[src/rtl/regs_wb_scoreboard.sv]
// Integer register-file write sequencer: hazard scoreboard, issue stall and two-way writeback arbiter.
// Optional REGS_WB_STAT_EN adds saturating stall / conflict counters.
module regs_wb_scoreboard #(
  parameter int XLEN = 64,
  parameter int NREG = 32
) (
  input  logic                     clk,
  input  logic                     rst,
  input  logic                     flush,
  input  logic                     issue_valid,
  input  logic                     issue_we,
  input  logic [$clog2(NREG)-1:0]  issue_rd,
  input  logic [$clog2(NREG)-1:0]  issue_rs1,
  input  logic [$clog2(NREG)-1:0]  issue_rs2,
  output logic                     issue_ready,
  input  logic                     alu_wb_valid,
  input  logic [$clog2(NREG)-1:0]  alu_wb_rd,
  input  logic [XLEN-1:0]          alu_wb_data,
  output logic                     alu_wb_ready,
  input  logic                     lsu_wb_valid,
  input  logic [$clog2(NREG)-1:0]  lsu_wb_rd,
  input  logic [XLEN-1:0]          lsu_wb_data,
  output logic                     lsu_wb_ready,
  output logic                     rf_we,
  output logic [$clog2(NREG)-1:0]  rf_waddr,
  output logic [XLEN-1:0]          rf_wdata,
  output logic [NREG-1:0]          busy_vec,
  output logic                     wb_err
`ifdef REGS_WB_STAT_EN
  ,
  output logic [31:0]              stall_cnt,
  output logic [31:0]              conflict_cnt
`endif
);
  localparam int RW = $clog2(NREG);

  typedef struct packed {
    logic [RW-1:0]   rd;
    logic [XLEN-1:0] data;
  } wb_req_t;

  logic [NREG-1:0] busy, busy_nxt;
  logic            alu_last;      // 1: ALU won the most recent conflict
  logic [1:0]      flush_hist;    // flush seen one / two cycles ago
  logic            hz1, hz2, hzw, fire;
  logic            conflict, gnt_any;
  wb_req_t         gnt_req;

  // Hazards look only at registered busy state; a same-cycle clear is not bypassed.
  assign hz1 = busy[issue_rs1] && (issue_rs1 != '0);
  assign hz2 = busy[issue_rs2] && (issue_rs2 != '0);
  assign hzw = issue_we && (issue_rd != '0) && busy[issue_rd];
  assign issue_ready = !flush && !hz1 && !hz2 && !hzw;
  assign fire = issue_valid && issue_ready;

  assign conflict     = alu_wb_valid && lsu_wb_valid;
  assign alu_wb_ready = !rst && alu_wb_valid && (!lsu_wb_valid || !alu_last);
  assign lsu_wb_ready = !rst && lsu_wb_valid && (!alu_wb_valid || alu_last);
  assign gnt_any      = alu_wb_ready || lsu_wb_ready;

  always_comb begin
    gnt_req = '0;
    if (alu_wb_ready)      gnt_req = '{rd: alu_wb_rd, data: alu_wb_data};
    else if (lsu_wb_ready) gnt_req = '{rd: lsu_wb_rd, data: lsu_wb_data};
  end

  always_comb begin
    busy_nxt = busy;
    if (gnt_any) busy_nxt[gnt_req.rd] = 1'b0;
    if (fire && issue_we) busy_nxt[issue_rd] = 1'b1;
    if (flush) busy_nxt = '0;
    busy_nxt[0] = 1'b0;
  end

  always_ff @(posedge clk) begin
    if (rst) begin
      busy       <= '0;
      alu_last   <= 1'b0;
      flush_hist <= '0;
      rf_we      <= 1'b0;
      rf_waddr   <= '0;
      rf_wdata   <= '0;
      wb_err     <= 1'b0;
    end else begin
      busy       <= busy_nxt;
      flush_hist <= {flush_hist[0], flush};
      if (conflict) alu_last <= alu_wb_ready;
      rf_we <= gnt_any && (gnt_req.rd != '0);
      if (gnt_any) begin
        rf_waddr <= gnt_req.rd;
        rf_wdata <= gnt_req.data;
      end
      // Results landing around a flush legitimately target cleared registers.
      if (gnt_any && (gnt_req.rd != '0) && !busy[gnt_req.rd] && !flush && (flush_hist == 2'b00))
        wb_err <= 1'b1;
    end
  end

  assign busy_vec = busy;

`ifdef REGS_WB_STAT_EN
  always_ff @(posedge clk) begin
    if (rst) begin
      stall_cnt    <= '0;
      conflict_cnt <= '0;
    end else begin
      if (issue_valid && !issue_ready && !flush && (stall_cnt != 32'hFFFF_FFFF))
        stall_cnt <= stall_cnt + 32'd1;
      if (conflict && (conflict_cnt != 32'hFFFF_FFFF))
        conflict_cnt <= conflict_cnt + 32'd1;
    end
  end
`endif

endmodule

[config.mk]
export PLATFORM = sky130hd
export DESIGN_NAME = regs_wb_scoreboard
export DESIGN_NICKNAME = d
export VERILOG_FILES = /design/src/rtl/regs_wb_scoreboard.sv
export SDC_FILE = /design/constraint.sdc
export NUM_CORES = 1
export LEC_CHECK = 0
export CORE_MARGIN = 2
export CORE_UTILIZATION = 28
export CTS_CLUSTER_DIAMETER = 120
export DETAILED_ROUTE_END_ITERATION = 10
export PLACE_DENSITY_LB_ADDON = 0.1
export SETUP_SLACK_MARGIN = 0.4
export SLEW_MARGIN = 30
export SYNTH_ARGS = -nofsm -noshare
export SYNTH_HDL_FRONTEND = slang
export SYNTH_SLANG_ARGS = --single-unit
[constraint.sdc]
create_clock -name clk -period 2.35 [get_ports clk]
set_input_delay 0.235 -clock clk [delete_from_list [all_inputs] [get_ports clk]]
set_output_delay 0.235 -clock clk [all_outputs]
set_load 0.01 [all_outputs]
Word level (Yosys, flattened, before mapping)
Cells that the tools add are included.

Output and inout bits: 106. Input bits: 160. Flip-flop bits (word level): 106. Word-level logic and storage cells: 71.

Bitwise logic cells: 3. Multiplexer cells: 16. Reductions and logical operators: 38. $lt $le $gt $ge: 6.

Operator list (count): 69-bit 2-to-1 mux (2); 32-bit 2-to-1 mux (2); 32-bit bitwise AND (1); 32-bit NOT (1); 32-bit bitwise OR (1); 5-bit by 6-bit < comparator with 1-bit output, second input constant (4); 1-bit binary-select mux with 5-bit select (4); 1-bit logical AND (20); 5-bit nonzero test (4); 1-bit demux with 5-bit select (2); 5-bit by 1-bit >= comparator with 1-bit output, second input constant (2); 1-bit logical NOT (9); 1-bit 2-to-1 mux (6); 1-bit logical OR (3); 2-bit logical NOT (1); 2-bit OR reduction (1).

Depth between registers and ports, before layout
Depth after elaboration: 14. Depth in mapped cells: 9.

Least setup slack after synthesis
No wires, ideal clock.

Kind: in2reg. Start: input port issue_rs2[2]. End: register busy[22] (netlist: busy_vec[22]). Slack: 0.065 ns. Cell stages on the path: 8. Required time: 2.281 ns. Arrival: 2.216 ns. Cell sequence: buf_6 mux4_2 mux4_2 mux2i_4 nand3_4 or3_1 buf_6 o21ai_2.

Cells in the longest elaborated chain, start to end: 9. Elaborated cells on any way between the ends: 10.

RTL lines: from (decl) (line 14) `input logic [$clog2(NREG)-1:0] issue_rs2,`; 1-bit binary-select mux with 5-bit select (line 51) `assign hz2 = busy[issue_rs2] && (issue_rs2 != '0);`; 1-bit 2-to-1 mux (not written as such) (line 51); 1-bit logical AND * (line 51); 1-bit logical NOT * (line 53) `assign issue_ready = !flush && !hz1 && !hz2 && !hzw;`; 1-bit logical AND * (2 in series) (line 53); 1-bit logical AND * (line 54) `assign fire = issue_valid && issue_ready;`; 1-bit logical AND * (line 70) `if (fire && issue_we) busy_nxt[issue_rd] = 1'b1;`; 32-bit 2-to-1 mux * (line 70); to (signal assigned) (line 85) `busy <= busy_nxt;`; to (decl) (line 42) `logic [NREG-1:0] busy, busy_nxt;`.

Mark *: on every way between the ends. The rest lies on a longest branch, timed or not. The select of a mux whose other input is x is not followed. A chain may end at the register's enable or synchronous reset.

Final worst setup path
Start: register busy[16] (netlist: busy_vec[16]). End: register busy[26] (netlist: busy_vec[26]).

Cells in the longest elaborated chain, start to end: 10. Elaborated cells on any way between the ends: 18.

RTL lines: 1-bit binary-select mux with 5-bit select (line 50) `assign hz1 = busy[issue_rs1] && (issue_rs1 != '0);`; 1-bit 2-to-1 mux (not written as such) (line 50); 1-bit logical AND (line 50); 1-bit logical NOT (line 53); 1-bit logical AND (2 in series) (line 53); 1-bit logical AND * (line 53); 1-bit logical AND * (line 54); 1-bit logical AND * (line 70); 32-bit 2-to-1 mux * (line 70).

Marked as above.

==> results.md <==
Worst setup path:
- The master of the slowest instance on the critical path is sky130_fd_sc_hd__mux4_2.
- The number of buffers and inverters on the critical path is 2.
- The critical path goes through mux4_2, a2bb2oi_1, a21oi_1, and4_2, nand3_4, buf_6, or3_4, buf_8, o21ai_2.
- The critical path data required time is approximately 2.6 ns.
- The largest single stage delay on the critical path is 0.50 ns.
- Broken down by cell family, the worst path's largest delay share belongs to simple AND/OR/NAND/NOR gates.
- The critical path runs through a total of 9 cells.
- In this run the worst path has a maximum fanout of 8.
- STA classifies the critical path endpoint as a register.
- The category of the most critical setup path is reg2reg.
- For the worst flop-to-flop path, the logic depth is 9.
- STA classifies the critical path startpoint as a register.
- Data on the critical path arrives at its endpoint at about 2.7 ns.

Power:
- The design draws 0.00467 W.
- Per report_power, the clock group accounts for between 30% and 40% of the total.
- In this run the power density over the cells is around 460 nW/um2.
- The static leakage power is between 3 and 4 nW.
- The relative contribution of combinational cells to total power is a little over a quarter.
- The internal power of the cells totals 0.00336 W.
- The portion of total power attributed to sequential cells is between 40 and 50%.
- In this run the power spent charging and discharging nets is 0.00131 W.
- The switching share of power is approximately 28%.
- IR analysis of the VDD net gives a maximum drop of between 0.0003 and 0.0004 V.

STA:
- The final clock skew is 0.00638 ns.
- Counting I/O delays and the setup requirement, the final critical path takes about 2.4 ns.
- Measured against its own limit, the worst slew margin works out to 49.7%.
- The setup TNS is -0.251 ns.
- The pin slew with the least headroom to its limit is ~0.75 ns.
- The number of pins with negative max-slew slack in the final report is 0.
- Setup violations remaining at the end of the flow were counted as 9.
- The maximum achievable frequency is between 0.4 and 0.5 GHz.
- The count of final hold-check violations is 0.
- The final worst-path cycle share is 102%.
- The final worst setup slack is -0.0362 ns.
- Setup repair after global routing could not meet its margin everywhere.

Detailed routing:
- The post-detailed-route count of antenna-violating nets is 0.
- The first-iteration detailed-routing DRC count is 254.
- The final route contains about 6000 vias.
- For this run, the detailed router's first-pass iteration total came to 4.
- In the final routed layout, each cell accounts on average for between 15 and 20 um.
- The final layout contains routed wiring with a total length of ~24 mm.
- The DRC violation count after routing is 0.
- The number of vias per cell after detailed routing is between 5 and 6.

Synthesis:
- The post-synth net total is approximately 740.
- The mapped netlist covers between 5000 and 6000 um2.
- The most used flip-flop cell after synthesis is sky130_fd_sc_hd__dfxtp_1.
- The share of the Yosys chip area taken by registers is between 30% and 40%.
- The mean instance size in the synthesized netlist is ~9.6 um2.
- The number of enable-type register cells in the synthesized netlist is 0.
- Synthesis handed over a netlist of ~600 instances.
- Counting flops and latches in the post-synthesis netlist gives ~110.
- The fraction of registers with async set/reset is 0%.
- The yosys synthesis warning count is 0.
- The distinct cell type count after synthesis is between 50 and 60.

Global route:
- The wire length of the first global-routing pass is 36.5 mm.
- For this run the aggregate overflow at the end of global routing stands at 0.
- Entering global routing, the biggest net connects 71 pins.
- The number of antenna violations at the first check in global routing was 1.
- The global-route usage over all layers is between 20% and 30%.
- The via count of the first global-routing pass is between 6000 and 7000.

Outcome:
- The checks that failed: setup timing.
- The flow ran to the end, but the final reports show violations.

Clocking:
- The number of buffers between clock root and the deepest sink is 2.
- The number of clock sinks is roughly 110.
- The H-tree was split into 3 levels.
- The CTS tree is done.
- Buffers inserted during clock tree synthesis total 9.
- The clock transition at the register clock pins on the worst setup and hold paths after CTS is around 0.070 ns.
- The root buffer cell chosen for the clock tree is sky130_fd_sc_hd__clkbuf_16.
- The later-pin clock latency in the skew report is roughly 0.35 ns.

Flow run:
- The count of maximum capacitance violations is 0.

Layout:
- In the layout the commonest cells are sky130_fd_sc_hd__clkdlybuf4s50_1, sky130_fd_sc_hd__buf_4, sky130_fd_sc_hd__dfxtp_1.
- Of the cells placed in the final design, the portion with a size suffix greater than 1 is between 20% and 30%.
- Compared with the post-synthesis result, the final layout area differs by 81.0%.
- The finished layout cell area is between 10000 and 15000 um2.
- The final net count is roughly 1100.
- The most common library cell in the layout ignoring fill and taps is sky130_fd_sc_hd__clkdlybuf4s50_1.

Die:
- The placement row count is 51.
- The die covers between 20000 and 25000 um2.
- From bottom edge to top edge, the die measures about 150 um.
- The placeable core region is around 20000 um2.
- The top-level I/O count is 266.
- The effective utilization at floorplan is between 20 and 30%.
- Measured along the x axis, the die boundary spans approximately 150 um.

Worst hold path:
- The tightest min-delay check is of the in2reg type.
- The worst hold path passes through 2 cells.

Placed design:
- The number of port buffers is about 260.
- The congestion estimate from routability-driven global placement came to just over 0.9.
- The half-perimeter wire length after placement is between 15 and 20 mm.
- The post-detailed-placement cell area is around 9400 um2.
## routing by layer
metal	GRT usage (%)	vias up	part of all wire, %
li1	-	2938	-
met1	26.4	2927	41
met2	38.1	246	50
met3	4.70	38	6.0
met5	0	-	0
met4	7.65	0	2.7
## logic make-up (layout without fill, tap and decap cells)
logic type / after synthesis / in the layout / synth area share, %
other cells: 1 / 2 / 0.0670
buf+inv: 54 / 416 / 4.25
xor+xnor: 1 / 1 / 0.157
mux: 111 / 111 / 24.7
simple gates: 149 / 149 / 11.8
compound gates: 163 / 163 / 21.4
flops: 105 / 105 / 37.6
## layout make-up
type / instances / area (um2)
clock buffers: 10 / 239
diodes: 1 / 2.50
clock inverters: 6 / 48.8
fillers: 1796 / 9400
inverters: 5 / 18.8
well taps: 265 / 332
flip-flops and latches: 105 / 2110
multi-input cells: 425 / 3570
repair buffers: 395 / 3800
## synthesized netlist by cell type (2+ instances only)
master	count	share of area, %
sky130_fd_sc_hd__nand2b_1	3	0.34
sky130_fd_sc_hd__inv_1	4	0.27
sky130_fd_sc_hd__nand2_1	27	1.8
sky130_fd_sc_hd__dfxtp_1	105	38
sky130_fd_sc_hd__a2bb2oi_1	3	0.47
sky130_fd_sc_hd__a22o_1	2	0.31
sky130_fd_sc_hd__a32oi_1	4	0.63
sky130_fd_sc_hd__or2_2	3	0.34
sky130_fd_sc_hd__mux2i_1	88	16
sky130_fd_sc_hd__buf_2	7	0.63
sky130_fd_sc_hd__o211ai_1	31	4.2
sky130_fd_sc_hd__nor2b_1	8	0.89
sky130_fd_sc_hd__a211o_1	2	0.31
sky130_fd_sc_hd__nor2_1	79	5.3
sky130_fd_sc_hd__nand4_1	2	0.22
sky130_fd_sc_hd__or3_1	2	0.22
sky130_fd_sc_hd__a21oi_1	11	0.98
sky130_fd_sc_hd__a211oi_1	64	8.6
sky130_fd_sc_hd__mux4_2	18	7.2
sky130_fd_sc_hd__mux4_1	2	0.94
sky130_fd_sc_hd__o21ai_1	15	1.3
sky130_fd_sc_hd__buf_6	2	0.40
sky130_fd_sc_hd__o31ai_1	8	1.1
sky130_fd_sc_hd__clkbuf_1	31	2.1
sky130_fd_sc_hd__nor3_1	7	0.63
sky130_fd_sc_hd__a22oi_1	3	0.40
sky130_fd_sc_hd__buf_1	6	0.40
sky130_fd_sc_hd__nand3_1	11	0.98
sky130_fd_sc_hd__buf_4	3	0.40
sky130_fd_sc_hd__mux2_2	2	0.40
sky130_fd_sc_hd__o21ai_2	8	1.3
## power by group through the flow
stage / clock network [W] / logic [W] / registers [W]
2_1_floorplan: 0 / 0.000424 / 0.00202
3_3_place_gp: 0 / 0.00117 / 0.00197
3_5_place_dp: 0 / 0.00117 / 0.00197
4_1_cts: 0.00149 / 0.00124 / 0.00193
5_1_grt: 0.00158 / 0.00136 / 0.00195
6_report: 0.00147 / 0.00127 / 0.00193
## worst reg2reg max path, stage by stage, from the launching register on
cell                        delay, ns
sky130_fd_sc_hd__dfxtp_1         0.40
sky130_fd_sc_hd__mux4_2          0.50
sky130_fd_sc_hd__a2bb2oi_1       0.14
sky130_fd_sc_hd__a21oi_1         0.14
sky130_fd_sc_hd__and4_2          0.29
sky130_fd_sc_hd__nand3_4         0.10
sky130_fd_sc_hd__buf_6           0.13
sky130_fd_sc_hd__or3_4           0.33
sky130_fd_sc_hd__buf_8           0.16
sky130_fd_sc_hd__o21ai_2         0.12
## sequential cells by signal, summed over array words and instances, names as in the netlist
register / count
rf_wdata: 64
rf_we: 1
flush_hist: 2
wb_err: 1
rf_waddr: 5
busy_vec: 31
alu_last: 1
## stage by stage
step	setup slack, ns	hold WS, ns	cells	utilization (%)
6_report	-0.0362	0.254	1212	51.9
5_1_grt	-0.135	0.262	1211	51.9
4_1_cts	-0.0243	0.252	1210	51.1
3_5_place_dp	-0.711	0.454	1184	48.0
3_3_place_gp	-0.669	0.448	1184	48.0
2_1_floorplan	0.0869	0.363	584	-
## repair_timing
action / 4_1_cts / 5_1_grt
setup endpoints to repair: 95 / 56
hold buffers: 0 / 0
cloned: 2 / 1
buffers inserted: 8 / 0
pin swaps: 27 / 5
gates resized for setup: 58 / 32
## final timing paths
kind	startpoint	to	slack (ns)
setup reg to reg	busy_vec[16]	busy_vec[26]	-0.04
setup / recovery	busy_vec[16]	busy_vec[26]	-0.04
hold reg to reg	rf_waddr[4]	rf_waddr[4]	0.47
hold / removal	rst	rf_waddr[3]	0.25
Power figures use the tool's default switching activity.
